`src/rtl/alu_cmd_seq_if.sv`:
```
// Command, ALU-side and response signal bundle for alu_cmd_seq.
// slave = sequencer view, master = command source / ALU / consumer view.
interface alu_cmd_seq_if #(
  parameter int DATA_W  = 16,
  parameter int OPSEL_W = 6
);
  logic               cmd_valid;
  logic               cmd_ready;
  logic [DATA_W-1:0]  cmd_a;
  logic [DATA_W-1:0]  cmd_b;
  logic [OPSEL_W-1:0] cmd_opsel;

  logic [DATA_W-1:0]  alu_op_a;
  logic [DATA_W-1:0]  alu_op_b;
  logic [OPSEL_W-1:0] alu_opsel;
  logic [DATA_W-1:0]  alu_res_l;
  logic [DATA_W-1:0]  alu_res_h;
  logic [3:0]         alu_flags;

  logic               rsp_valid;
  logic               rsp_ready;
  logic [DATA_W-1:0]  rsp_res_l;
  logic [DATA_W-1:0]  rsp_res_h;
  logic [3:0]         rsp_flags;
  logic               rsp_err;

  modport slave (
    input  cmd_valid, cmd_a, cmd_b, cmd_opsel,
    output cmd_ready,
    output alu_op_a, alu_op_b, alu_opsel,
    input  alu_res_l, alu_res_h, alu_flags,
    output rsp_valid, rsp_res_l, rsp_res_h, rsp_flags, rsp_err,
    input  rsp_ready
  );

  modport master (
    output cmd_valid, cmd_a, cmd_b, cmd_opsel,
    input  cmd_ready,
    input  alu_op_a, alu_op_b, alu_opsel,
    output alu_res_l, alu_res_h, alu_flags,
    input  rsp_valid, rsp_res_l, rsp_res_h, rsp_flags, rsp_err,
    output rsp_ready
  );
endinterface

```
`src/rtl/alu_cmd_seq.sv`:
```
// Command FIFO + sequencer that issues one command at a time to a combinational ALU and returns its results.
// Optional divide-by-zero trap: define ALU_CMD_SEQ_DIV0_TRAP_EN.
module alu_cmd_seq #(
  parameter int DATA_W     = 16,
  parameter int OPSEL_W    = 6,
  parameter int OPC_MSB    = 5,
  parameter int OPC_LSB    = 3,
  parameter int DIV_OPC    = 3,
  parameter int FIFO_DEPTH = 4,
  parameter int SETTLE_CYC = 1
) (
  input  logic          clk,
  input  logic          rst_n,
  alu_cmd_seq_if.slave  bus,
  output logic          busy
);
  localparam int AW    = $clog2(FIFO_DEPTH);
  localparam int CW    = AW + 1;
  localparam int CMD_W = 2 * DATA_W + OPSEL_W;
  localparam int OPC_W = OPC_MSB - OPC_LSB + 1;
  localparam int SW    = 4;
`ifdef ALU_CMD_SEQ_DIV0_TRAP_EN
  localparam bit TRAP_EN = 1'b1;
`else
  localparam bit TRAP_EN = 1'b0;
`endif

  typedef enum logic [1:0] {ST_IDLE, ST_SETTLE, ST_CAPTURE, ST_HOLD} state_e;

  logic [CMD_W-1:0]   mem_q [FIFO_DEPTH];
  logic [AW-1:0]      wr_ptr_q, wr_ptr_d, rd_ptr_q, rd_ptr_d;
  logic [CW-1:0]      count_q, count_d;
  logic               cmd_ready_q, cmd_ready_d;
  logic               busy_q, busy_d;
  state_e             state_q, state_d;
  logic [SW-1:0]      cnt_q, cnt_d;
  logic               trap_q, trap_d;
  logic [DATA_W-1:0]  op_a_q, op_a_d, op_b_q, op_b_d;
  logic [OPSEL_W-1:0] opsel_q, opsel_d;
  logic               rsp_valid_q, rsp_valid_d;
  logic [DATA_W-1:0]  res_l_q, res_l_d, res_h_q, res_h_d;
  logic [3:0]         flags_q, flags_d;
  logic               err_q, err_d;

  logic               push_s, pop_s, div_zero_s, trap_s;
  logic [DATA_W-1:0]  head_a_s, head_b_s;
  logic [OPSEL_W-1:0] head_opsel_s;

  assign push_s = bus.cmd_valid && cmd_ready_q;
  assign {head_a_s, head_b_s, head_opsel_s} = mem_q[rd_ptr_q];
  assign div_zero_s = (head_opsel_s[OPC_MSB:OPC_LSB] == OPC_W'(DIV_OPC)) &&
                      (head_b_s == {DATA_W{1'b0}});
  assign trap_s = TRAP_EN && div_zero_s;

  // Sequencer next state: issue, settle countdown, capture, response hold
  always_comb begin
    state_d     = state_q;
    cnt_d       = cnt_q;
    trap_d      = trap_q;
    op_a_d      = op_a_q;
    op_b_d      = op_b_q;
    opsel_d     = opsel_q;
    rsp_valid_d = rsp_valid_q;
    res_l_d     = res_l_q;
    res_h_d     = res_h_q;
    flags_d     = flags_q;
    err_d       = err_q;
    pop_s       = 1'b0;
    case (state_q)
      ST_IDLE: begin
        if (count_q != {CW{1'b0}}) begin
          pop_s = 1'b1;
          if (trap_s) begin
            trap_d  = 1'b1;
            state_d = ST_CAPTURE;
          end else begin
            trap_d  = 1'b0;
            op_a_d  = head_a_s;
            op_b_d  = head_b_s;
            opsel_d = head_opsel_s;
            cnt_d   = SW'(SETTLE_CYC);
            state_d = ST_SETTLE;
          end
        end else begin
          state_d = ST_IDLE;
        end
      end
      ST_SETTLE: begin
        cnt_d = cnt_q - SW'(1);
        if (cnt_q == SW'(1)) begin
          state_d = ST_CAPTURE;
        end else begin
          state_d = ST_SETTLE;
        end
      end
      ST_CAPTURE: begin
        rsp_valid_d = 1'b1;
        state_d     = ST_HOLD;
        if (trap_q) begin
          res_l_d = {DATA_W{1'b0}};
          res_h_d = {DATA_W{1'b0}};
          flags_d = 4'b0011;
          err_d   = 1'b1;
        end else begin
          res_l_d = bus.alu_res_l;
          res_h_d = bus.alu_res_h;
          flags_d = bus.alu_flags;
          err_d   = 1'b0;
        end
      end
      ST_HOLD: begin
        if (bus.rsp_ready) begin
          rsp_valid_d = 1'b0;
          state_d     = ST_IDLE;
        end else begin
          state_d = ST_HOLD;
        end
      end
      default: begin
        state_d = ST_IDLE;
      end
    endcase
  end

  // FIFO pointer/count update; ready and busy are registered from next-cycle values
  always_comb begin
    wr_ptr_d = wr_ptr_q;
    rd_ptr_d = rd_ptr_q;
    count_d  = count_q;
    if (push_s) begin
      wr_ptr_d = wr_ptr_q + AW'(1);
    end else begin
      wr_ptr_d = wr_ptr_q;
    end
    if (pop_s) begin
      rd_ptr_d = rd_ptr_q + AW'(1);
    end else begin
      rd_ptr_d = rd_ptr_q;
    end
    case ({push_s, pop_s})
      2'b10:   count_d = count_q + CW'(1);
      2'b01:   count_d = count_q - CW'(1);
      default: count_d = count_q;
    endcase
    cmd_ready_d = (count_d != CW'(FIFO_DEPTH));
    busy_d      = (state_d != ST_IDLE) || (count_d != {CW{1'b0}});
  end

  // Command storage; contents are don't-care until written
  always_ff @(posedge clk) begin
    if (push_s) begin
      mem_q[wr_ptr_q] <= {bus.cmd_a, bus.cmd_b, bus.cmd_opsel};
    end
  end

  // All control and output registers with synchronous active-low reset
  always_ff @(posedge clk) begin
    if (!rst_n) begin
      state_q     <= ST_IDLE;
      cnt_q       <= {SW{1'b0}};
      trap_q      <= 1'b0;
      wr_ptr_q    <= {AW{1'b0}};
      rd_ptr_q    <= {AW{1'b0}};
      count_q     <= {CW{1'b0}};
      cmd_ready_q <= 1'b1;
      busy_q      <= 1'b0;
      op_a_q      <= {DATA_W{1'b0}};
      op_b_q      <= {DATA_W{1'b0}};
      opsel_q     <= {OPSEL_W{1'b0}};
      rsp_valid_q <= 1'b0;
      res_l_q     <= {DATA_W{1'b0}};
      res_h_q     <= {DATA_W{1'b0}};
      flags_q     <= 4'b0000;
      err_q       <= 1'b0;
    end else begin
      state_q     <= state_d;
      cnt_q       <= cnt_d;
      trap_q      <= trap_d;
      wr_ptr_q    <= wr_ptr_d;
      rd_ptr_q    <= rd_ptr_d;
      count_q     <= count_d;
      cmd_ready_q <= cmd_ready_d;
      busy_q      <= busy_d;
      op_a_q      <= op_a_d;
      op_b_q      <= op_b_d;
      opsel_q     <= opsel_d;
      rsp_valid_q <= rsp_valid_d;
      res_l_q     <= res_l_d;
      res_h_q     <= res_h_d;
      flags_q     <= flags_d;
      err_q       <= err_d;
    end
  end

  assign bus.cmd_ready = cmd_ready_q;
  assign bus.alu_op_a  = op_a_q;
  assign bus.alu_op_b  = op_b_q;
  assign bus.alu_opsel = opsel_q;
  assign bus.rsp_valid = rsp_valid_q;
  assign bus.rsp_res_l = res_l_q;
  assign bus.rsp_res_h = res_h_q;
  assign bus.rsp_flags = flags_q;
  assign bus.rsp_err   = err_q;
  assign busy          = busy_q;
endmodule

```
`src/flat_wrapper.sv`:
```
// flat-port wrapper written by rule: the top's interface ports become plain ports
module alu_cmd_seq_flat 
#(
  parameter int DATA_W     = 16,
  parameter int OPSEL_W    = 6,
  parameter int OPC_MSB    = 5,
  parameter int OPC_LSB    = 3,
  parameter int DIV_OPC    = 3,
  parameter int FIFO_DEPTH = 4,
  parameter int SETTLE_CYC = 1
)
  (clk, rst_n, busy, bus_cmd_valid, bus_cmd_a, bus_cmd_b, bus_cmd_opsel, bus_cmd_ready, bus_alu_op_a, bus_alu_op_b, bus_alu_opsel, bus_alu_res_l, bus_alu_res_h, bus_alu_flags, bus_rsp_valid, bus_rsp_res_l, bus_rsp_res_h, bus_rsp_flags, bus_rsp_err, bus_rsp_ready);
  alu_cmd_seq_if #(.DATA_W(DATA_W), .OPSEL_W(OPSEL_W)) bus_i ();
  input  logic clk;
  input  logic rst_n;
  output logic busy;
  input wire logic [$bits(bus_i.cmd_valid)-1:0] bus_cmd_valid;
  input wire logic [$bits(bus_i.cmd_a)-1:0] bus_cmd_a;
  input wire logic [$bits(bus_i.cmd_b)-1:0] bus_cmd_b;
  input wire logic [$bits(bus_i.cmd_opsel)-1:0] bus_cmd_opsel;
  output wire logic [$bits(bus_i.cmd_ready)-1:0] bus_cmd_ready;
  output wire logic [$bits(bus_i.alu_op_a)-1:0] bus_alu_op_a;
  output wire logic [$bits(bus_i.alu_op_b)-1:0] bus_alu_op_b;
  output wire logic [$bits(bus_i.alu_opsel)-1:0] bus_alu_opsel;
  input wire logic [$bits(bus_i.alu_res_l)-1:0] bus_alu_res_l;
  input wire logic [$bits(bus_i.alu_res_h)-1:0] bus_alu_res_h;
  input wire logic [$bits(bus_i.alu_flags)-1:0] bus_alu_flags;
  output wire logic [$bits(bus_i.rsp_valid)-1:0] bus_rsp_valid;
  output wire logic [$bits(bus_i.rsp_res_l)-1:0] bus_rsp_res_l;
  output wire logic [$bits(bus_i.rsp_res_h)-1:0] bus_rsp_res_h;
  output wire logic [$bits(bus_i.rsp_flags)-1:0] bus_rsp_flags;
  output wire logic [$bits(bus_i.rsp_err)-1:0] bus_rsp_err;
  input wire logic [$bits(bus_i.rsp_ready)-1:0] bus_rsp_ready;
  assign bus_i.cmd_valid = bus_cmd_valid;
  assign bus_i.cmd_a = bus_cmd_a;
  assign bus_i.cmd_b = bus_cmd_b;
  assign bus_i.cmd_opsel = bus_cmd_opsel;
  assign bus_cmd_ready = bus_i.cmd_ready;
  assign bus_alu_op_a = bus_i.alu_op_a;
  assign bus_alu_op_b = bus_i.alu_op_b;
  assign bus_alu_opsel = bus_i.alu_opsel;
  assign bus_i.alu_res_l = bus_alu_res_l;
  assign bus_i.alu_res_h = bus_alu_res_h;
  assign bus_i.alu_flags = bus_alu_flags;
  assign bus_rsp_valid = bus_i.rsp_valid;
  assign bus_rsp_res_l = bus_i.rsp_res_l;
  assign bus_rsp_res_h = bus_i.rsp_res_h;
  assign bus_rsp_flags = bus_i.rsp_flags;
  assign bus_rsp_err = bus_i.rsp_err;
  assign bus_i.rsp_ready = bus_rsp_ready;
  alu_cmd_seq #(.DATA_W(DATA_W), .OPSEL_W(OPSEL_W), .OPC_MSB(OPC_MSB), .OPC_LSB(OPC_LSB), .DIV_OPC(DIV_OPC), .FIFO_DEPTH(FIFO_DEPTH), .SETTLE_CYC(SETTLE_CYC)) u_core (.clk(clk), .rst_n(rst_n), .bus(bus_i), .busy(busy));
endmodule
```
`config.mk`:
```
export PLATFORM = sky130hd
export DESIGN_NAME = alu_cmd_seq_flat
export DESIGN_NICKNAME = d
export VERILOG_FILES = /design/src/rtl/alu_cmd_seq_if.sv /design/src/rtl/alu_cmd_seq.sv /design/src/flat_wrapper.sv
export SDC_FILE = /design/constraint.sdc
export NUM_CORES = 1
export LEC_CHECK = 0
export CAP_MARGIN = 20
export CORE_UTILIZATION = 45
export DETAILED_ROUTE_END_ITERATION = 8
export PLACE_DENSITY = 0.8
export SYNTH_ARGS = -nofsm -noshare
export SYNTH_HDL_FRONTEND = slang
export SYNTH_SLANG_ARGS = --single-unit
export TNS_END_PERCENT = 50
```
`constraint.sdc`:
```
create_clock -name clk -period 2.65 [get_ports clk]
set_clock_uncertainty 0.1 [all_clocks]
set_input_delay 0.795 -clock clk [delete_from_list [all_inputs] [get_ports clk]]
set_output_delay 0.795 -clock clk [all_outputs]
set_load 0.02 [all_outputs]
```
==> run metrics, run 1 <==
outcome completed; Slew HR 0.6210; per-cell routed wire length 16.32 µm; Compound-Gate Fraction of Synth Area 0.07293; Avg Cell Area, Syn 14.78 µm²; adder-cell area share of the yosys netlist 0.01183; WP data arrival roughly 1600 ps; Yosys warnings 0; clk slew on worst S/H paths around 60 ps; Fmax 393.9 MHz; num ports 156; clk sinks 242; initial antenna violation count 0; max-cap violations 0; DRC 0; unrepaired setup endpoints after global routing no; Synth Net Count 701; Worst-Skew Late Latency 500 ps; Routability Congestion 0.6925; Post-CTS Setup Repair Bufs 0; PD cells 1022 nW/µm²; # diodes 0; Leak 3.985 nW; Hold WC Path Type reg2reg; GR Overflow Total 0; Max stage delay cell, worst path clkdlybuf4s50_1; setup_tns 0 ps; Clock Path Buffers 3; Power Total 0.01207 W; Setup crit end kind primary output; hpwl dp roughly 11000 µm; Final Critical Period ~2500 ps; Via Count between 5k and 6k; Cell Rows ~50; cell family with most CP delay buffers and inverters; Routed WL 17300 µm; Core Footprint 19650 µm²; Initial Util 0.4626; clock tree from TritonCTS yes; vias in the first global route about 5.3k; mux cell area share after synthesis 0.09522; Nets about 860; GRT Util Overall 0.1692; Die Y 144.1 µm; first-pass GRT wire length 27080 µm; H-tree Lvls 1; IO buf count 154; drt first-iter violations 240; Synth cell types 37; post-synthesis simple-gate area fraction 0.08367; Syn-to-layout area delta 29.92%; largest net degree at the start of global routing 55; root buffer cell clkbuf_16; Crit path required time 1760 ps; largest family of logic cells by synthesized area multiplexers; Post-Syn Instances 615; Routed Antenna Nets 0; Die ar. 20780 µm²; DR pass1 iterations 4; WP buf/inv 1; Die Width 144.1 µm; crit path max fanout 7; Crit path largest cell delay 670 ps; Worst-Margin Slew 568.4 ps; hold_buf cts 0; post-synthesis xor/xnor area fraction 0.004816; Final Hold Vio Count 0; post-cts resize count 0; CTS Buf Count 24; cell area after synthesis 9092 µm²; post-synthesis sequential area ratio 0.7002; WS Path Type reg2out; share of layout cells above drive strength 1 0.1384; Via density 4.992; period utilisation layout 0.9581; crit path cell chain clkdlybuf4s50_1; Worst setup SP type flip-flop; Seq cells post-synth about 240; worst vdd ir 0.0006796 V; # setup viols final 0; Pins Over Slew Limit 0
area by class of cell:
cell class / instances / area [µm²]
multi-input combinational: 329 / 2454
clock inverter: 10 / 56.30
timing repair buffer: 175 / 1794
sequential: 242 / 6371
tap: 265 / 331.6
fill: 1498 / 7841
inverter: 5 / 31.28
clock buffer: 34 / 774.5
kinds of logic (layout without fill, tap and decap cells):
logic type	after synthesis	count (layout)
other cells	1	1
mux	39	39
xor+xnor	5	5
simple gates	185	185
compound gates	91	91
flops	242	242
fa+ha+maj	8	8
buf+inv	44	224
final timing paths:
path         cells past startpoint  slack (ps)                     from                       to
max reg2reg                      8         320        u_core.count_q[1]              u_core.busy
max                              1         110     u_core.bus.cmd_ready            bus_cmd_ready
min                              2         350  u_core.bus.alu_op_a[10]  u_core.bus.alu_op_a[10]
min reg2reg                      2         350  u_core.bus.alu_op_a[10]  u_core.bus.alu_op_a[10]
cells in the final DEF (no fill, tap or decap), types with 2 or more instances in the layout:
cell,n
nand2_1,155
clkdlybuf4s50_1,153
edfxtp_1,152
dfxtp_1,88
a21boi_0,39
mux4_2,38
a21boi_1,38
clkbuf_16,29
buf_4,13
buf_12,8
ha_1,7
inv_1,5
and2_1,5
clkinv_2,5
and3_2,4
nand2b_1,4
xnor2_1,4
o21ai_0,4
nand3_1,4
a21oi_1,3
nor2b_1,3
nor2_1,3
clkbuf_8,3
inv_4,3
a31oi_1,2
o22ai_1,2
clkbuf_1,2
metrics by stage:
stage / hold WS (ps) / setup WS (ps) / util / cells / area [µm²]
floorplan: 332.3 / 353.2 / - / 615 / 9092
global placement: 340.0 / -89.50 / 0.5588 / 1016 / 10980
detailed placement: 347.6 / -140.4 / 0.5588 / 1016 / 10980
CTS: 353.4 / 107.9 / 0.6010 / 1060 / 11810
global route: 375.4 / 58.25 / 0.6010 / 1060 / 11810
finish: 352.1 / 111.2 / 0.6010 / 1060 / 11810
cells in the mapped netlist, drive strengths merged:
cell type    n  area (µm²)
o211a        1       10.01
xor2         1       8.760
o21ai        4       20.02
nand3        4       20.02
nand2      155       581.8
inv          4       15.01
clkbuf      15       56.30
ha           7       87.58
edfxtp     152        4564
or4b         1       10.01
a31oi        2       12.51
nor2         3       11.26
fa           1       20.02
nor2b        4       25.02
xnor2        4       35.03
a21oi        3       15.01
mux4        38       855.8
nor3b        1       7.510
conb         1       3.750
dfxtp       90        1802
buf         24       193.9
o31ai        1       7.510
or3          1       6.260
and3         5       31.28
nor3         1       5.000
and2         5       31.28
o22ai        2       12.51
a21boi      77       578.1
nor4         1       6.260
nand2b       4       25.02
mux2i        1       10.01
o21a         1       7.510
clkinv       1       16.27
registers in the layout (all words and copies together), names as in the netlist, 2 cells and up:
signal / count
u_core.bus.alu_opsel: 6
u_core.wr_ptr_q: 2
u_core.bus.rsp_res_l: 16
u_core.bus.rsp_flags: 4
u_core.state_q: 2
u_core.bus.alu_op_a: 16
u_core.mem_q: 152
u_core.rd_ptr_q: 2
u_core.count_q: 3
u_core.bus.rsp_res_h: 16
u_core.cnt_q: 4
u_core.bus.alu_op_b: 16
where the power goes:
part           switching [W]  internal [W]  leakage, nW  total [W]
Clock                0.00135       0.00205        0.424    0.00340
Sequential          0.000379       0.00467         2.13    0.00505
Combinational        0.00191       0.00171         1.43    0.00362
per-layer routing:
metal  GRT usage  wire length, µm  vias to the layer above
met4     0.04765              281                        0
met3     0.04139             1458                       23
met2      0.2967             8486                      185
li1            -                -                     2544
met1      0.2075             7078                     2539
met5           0                0                        -
worst register-to-register path: stages (launching register included):
cell and delay [ps]:
dfxtp_1 410, nor3_1 80, or3_2 500, clkinv_8 70, ha_1 170, fa_1 440, o22ai_1 180, nand3_1 100
o21a_1 190
Power figures use the tool's default switching activity.
==> run 2, diff against run 1 <==
--- a/config.mk
+++ b/config.mk
@@ -5,10 +5,12 @@
 export SDC_FILE = /design/constraint.sdc
 export NUM_CORES = 1
 export LEC_CHECK = 0
+export ABC_CLOCK_PERIOD_IN_PS = 2650
 export CAP_MARGIN = 20
 export CORE_UTILIZATION = 45
+export CTS_BUF_LIST = sky130_fd_sc_hd__clkbuf_4 sky130_fd_sc_hd__clkbuf_8
 export DETAILED_ROUTE_END_ITERATION = 8
-export PLACE_DENSITY = 0.8
+export PLACE_DENSITY_LB_ADDON = 0.15
 export SYNTH_ARGS = -nofsm -noshare
 export SYNTH_HDL_FRONTEND = slang
 export SYNTH_SLANG_ARGS = --single-unit
==> run 2 against run 1 <==
- combinational power rose by 1%
- final cell count rose by 2.5%
- global-route usage rose by 0.52 points
- worst setup slack improved by 55 ps
- count of clock-buffer cells in the layout rose by 26
- sequential power fell by 1%
- cell area fell by 0.55%
- core utilization fell by 0.33 points
- critical path depth did not move
- flip-flop and latch count did not move
- die area did not move
==> run metrics, run 2 (synthesized netlist as in run 1, its figures left out) <==
Die Y 144.1 µm; Hold WC Path Type reg2reg; PD cells 1012 nW/µm²; GR Overflow Total 0; post-cts resize count 0; Leak around 4 nW; DRC 0; Die Width 144.1 µm; IO buf count 154; CTS Buf Count 40; worst hold path depth 2; Via Count 5378; most frequent cells in the layout nand2_1 (155), clkdlybuf4s50_1 (153), edfxtp_1 (152), dfxtp_1 (88), clkbuf_8 (49); vias in the first global route 5548; hpwl dp 11110 µm; hold_buf cts 0; setup_tns 0 ps; Die ar. 20780 µm²; Routed WL 17750 µm; period utilisation layout 0.9373; H-tree Lvls 2; cell family with most CP delay buffers and inverters; clk sinks 242; register-to-register setup slack about 250 ps; num ports 156; Placed Area roughly 11000 µm²; WP buf/inv 1; drt first-iter violations 239; crit path max fanout 7; Fmax 402.6 MHz; share of layout cells above drive strength 1 0.1630; DR pass1 iterations 4; Crit path required time 1760 ps; WP data arrival between 1500 and 2000 ps; clk slew on worst S/H paths 60 ps; Routed Antenna Nets 0; placed cells 1014; Via density roughly 4.9; # fillers 1586; Post-CTS Setup Repair Bufs 0; Cell Rows 51; outcome completed; Worst Min Path Start u_core.bus.alu_op_a[1]; WHS Endpoint u_core.bus.alu_op_a[1]; Syn-to-layout area delta 29.20%; Worst-Skew Late Latency roughly 530 ps; initial antenna violation count 0; Crit Reg-Reg Startpoint u_core.count_q[1]; Largest register FFs around 150; reg2reg end u_core.busy; count of non-filler cells in the finished layout 1087; Routability Congestion 0.7719; Setup crit end kind primary output; Clock Path Buffers 3; Worst setup SP type flip-flop; Min Hold Slack 349.9 ps; Final Critical Period roughly 2500 ps; Storage cell area between 6000 and 7000 µm²; per-cell routed wire length between 15 and 20 µm; Crit path largest cell delay about 650 ps; root buffer cell clkbuf_8; Worst-Margin Slew 587.3 ps; WS Path Type reg2out; # setup viols final 0; commonest non-fill, non-tap cell in the layout nand2_1; R2R cell count 8; Nets 877; Core Footprint a little under 20000 µm²; Pins Over Slew Limit 0; Slew HR 0.6084; max-cap violations 0; Final Hold Vio Count 0; worst vdd ir about 0.00055 V; unrepaired setup endpoints after global routing no; area of the multi-input gates 2454 µm²; GRT Util Overall 0.1744; Max stage delay cell, worst path clkdlybuf4s50_1; clock tree from TritonCTS yes; final instance area 11750 µm²; largest net degree at the start of global routing 46; crit path cell chain clkdlybuf4s50_1; Initial Util 0.4626; first-pass GRT wire length 27540 µm; Biggest register u_core.mem_q; # diodes 0
## run 2: worst max path at each step
| stage | start | to | slack, ps | depth (start not counted) |
|---|---|---|---|---|
| finish | u_core.bus.cmd_ready | bus_cmd_ready | 170 | 1 |
| global route | u_core.bus.cmd_ready | bus_cmd_ready | 100 | 1 |
| CTS | u_core.bus.cmd_ready | bus_cmd_ready | 130 | 1 |
| detailed placement | bus_cmd_valid | u_core.bus.cmd_ready | -200 | 8 |
| global placement | bus_cmd_valid | u_core.busy | -120 | 8 |
| floorplan | u_core.count_q[0] | u_core.busy | 350 | 11 |
## run 2: layout make-up
class / count / share of cell area
clock buffers: 60 / 0.06444
flip-flops and latches: 242 / 0.5421
inverters: 5 / 0.002663
clock inverters: 13 / 0.005432
repair buffers: 173 / 0.1483
multi-input cells: 329 / 0.2089
well taps: 265 / 0.02822
## run 2: where the power goes
| part | internal [W] | switching, W |
|---|---|---|
| Clock | 0.00183 | 0.00140 |
| Sequential | 0.00467 | 0.000322 |
| Combinational | 0.00168 | 0.00198 |
## run 2: per-layer routing
metal  part of all wire  vias up  GRT usage
met5                  0        -          0
met4              0.021        0    0.07313
met3              0.067       30    0.03841
met2               0.49      181     0.3054
met1               0.42     2593     0.2077
li1                   -     2574          -
## run 2: per-stage QoR
stage	setup WS (ps)	power, W	utilization
detailed placement	-201.2	0.008806	0.5560
global placement	-118.7	0.008696	0.5560
floorplan	353.2	0.007579	-
CTS	131.9	0.01208	0.5977
global route	99.34	0.01258	0.5977
finish	166.1	0.01188	0.5977
==> run 3, diff against run 2 <==
--- a/config.mk
+++ b/config.mk
@@ -5,7 +5,6 @@
 export SDC_FILE = /design/constraint.sdc
 export NUM_CORES = 1
 export LEC_CHECK = 0
-export ABC_CLOCK_PERIOD_IN_PS = 2650
 export CAP_MARGIN = 20
 export CORE_UTILIZATION = 45
 export CTS_BUF_LIST = sky130_fd_sc_hd__clkbuf_4 sky130_fd_sc_hd__clkbuf_8
==> constraint.sdc (replaced) <==
create_clock -name clk -period 2.84 [get_ports clk]
set_clock_uncertainty 0.1 [all_clocks]
set_input_delay 0.852 -clock clk [delete_from_list [all_inputs] [get_ports clk]]
set_output_delay 0.852 -clock clk [all_outputs]
set_load 0.02 [all_outputs]
==> run 3 against run 2 <==
- combinational power is 7.1% lower
- critical endpoint unchanged
- final cell count fell by 0.28%
- first-iteration DRC count is 10% lower
- sequential share of layout area rose by 0.30 points
- power decreased by 8.0%
- register-to-register slack gained 190 ps
- die area is the same
- sequential power decreased by 5.6%
- largest power group unchanged
==> run metrics, run 3 (synthesized netlist as in run 1, its figures left out) <==
outcome completed; WP buf/inv 1; Final Critical Period 2570 ps; num ports 156; Largest register FFs 152; setup_tns 0 ps; Die Y 144.1 µm; Biggest register u_core.mem_q; Die Width 144.1 µm; Via Count around 5.4k; Final WS setup 269.8 ps; Routed WL 18150 µm; Via density 5.003; drt first-iter violations ~220; Final Hold Vio Count 0; crit path max fanout 7; crit path cell chain clkdlybuf4s50_1; WP data arrival around 1600 ps; post-cts resize count 0; Crit path required time ~1900 ps; hold_buf cts 0; vias in the first global route 5439; H-tree Lvls 2; cell family with most CP delay buffers and inverters; dpl ws -118.2 ps; Worst setup SP type flip-flop; Post-CTS Setup Repair Bufs 0; IO buf count 154; max-cap violations 0; CTS Buf Count 40; WS Path Type reg2out; clk sinks around 240; period utilisation layout 0.9050; Max stage delay cell, worst path clkdlybuf4s50_1; Core Footprint 19650 µm²; worst vdd ir 0.0005070 V; Hold WC Path Type reg2reg; clk slew on worst S/H paths 50 ps; Routed Antenna Nets 0; GR Overflow Total 0; Worst-Margin Slew 639.9 ps; Fmax 389.1 MHz; PD cells 936.0 nW/µm²; per-cell routed wire length 16.74 µm; most frequent cells in the layout nand2_1 (155), clkdlybuf4s50_1 (153), edfxtp_1 (152), dfxtp_1 (88), clkbuf_8 (42); unrepaired setup endpoints after global routing no; # setup viols final 0; Worst-Skew Late Latency ~530 ps; Pins Over Slew Limit 0; Initial Util 0.4626; DRC 0; DR pass1 iterations 5; Placed Area 10930 µm²; clock tree from TritonCTS yes; Cell Rows a little over 50; final instance area 11680 µm²; count of non-filler cells in the finished layout about 1.1k; Clock Path Buffers 3; hpwl dp 11100 µm; placed cells 1011; fin util 0.5944; Slew HR 0.5734; first-pass GRT wire length 28120 µm; Routability Congestion 0.7333; Syn-to-layout area delta 28.49%; GRT Util Overall 0.1791; Nets slightly below 900; # diodes 0; Setup crit end kind primary output; Leak about 3.9 nW; share of layout cells above drive strength 1 0.1551; root buffer cell clkbuf_8; Crit path largest cell delay 650 ps; Die ar. ~21000 µm²; largest net degree at the start of global routing 46; commonest non-fill, non-tap cell in the layout nand2_1; initial antenna violation count 0
run 3: changes by cell type in the layout (fill, tap and decap cells not counted):
cell,previous run,this run
buf_12,5,7
clkbuf_8,49,42
clkinv_1,6,10
clkbuf_4,11,10
buf_4,14,9
inv_6,1,0
clkinv_2,5,8
clkinvlp_4,1,3
run 3: worst paths after layout:
check	startpoint	end	slack, ps	cells past startpoint
hold / removal	u_core.bus.alu_op_b[11]	u_core.bus.alu_op_b[11]	350	2
setup reg to reg	u_core.count_q[0]	u_core.busy	440	8
setup / recovery	u_core.bus.cmd_ready	bus_cmd_ready	270	1
hold reg to reg	u_core.bus.alu_op_b[11]	u_core.bus.alu_op_b[11]	350	2
run 3: metrics by stage:
step | total power, W | hold WS, ps
3_3_place_gp | 0.008143 | 342.0
3_5_place_dp | 0.008237 | 345.0
5_1_grt | 0.01156 | 367.5
6_report | 0.01094 | 348.5
2_1_floorplan | 0.007072 | 332.3
4_1_cts | 0.01109 | 352.9
run 3: where the power goes:
group / total [W] / internal, W / switching (W)
clock: 0.00283 / 0.00151 / 0.00132
combinational: 0.00340 / 0.00158 / 0.00182
sequential: 0.00471 / 0.00435 / 0.000352
total: 0.0109 / 0.00745 / 0.00349
run 3: final cells by class:
| type | count | area (µm²) |
|---|---|---|
| fill | 1613 | 7971 |
| sequential | 242 | 6369 |
| multi-input combinational | 329 | 2454 |
| timing repair buffer | 170 | 1744 |
| clock buffer | 52 | 653.1 |
| tap | 265 | 331.6 |
| clock inverter | 21 | 100.1 |
| inverter | 5 | 31.28 |
run 3: metal layers:
metal / part of all wire / routed length [µm] / global-route usage
met1: 0.43 / 7777 / 0.2210
met2: 0.48 / 8667 / 0.3056
met3: 0.073 / 1319 / 0.03940
met4: 0.021 / 385 / 0.07313
met5: 0 / 0 / 0
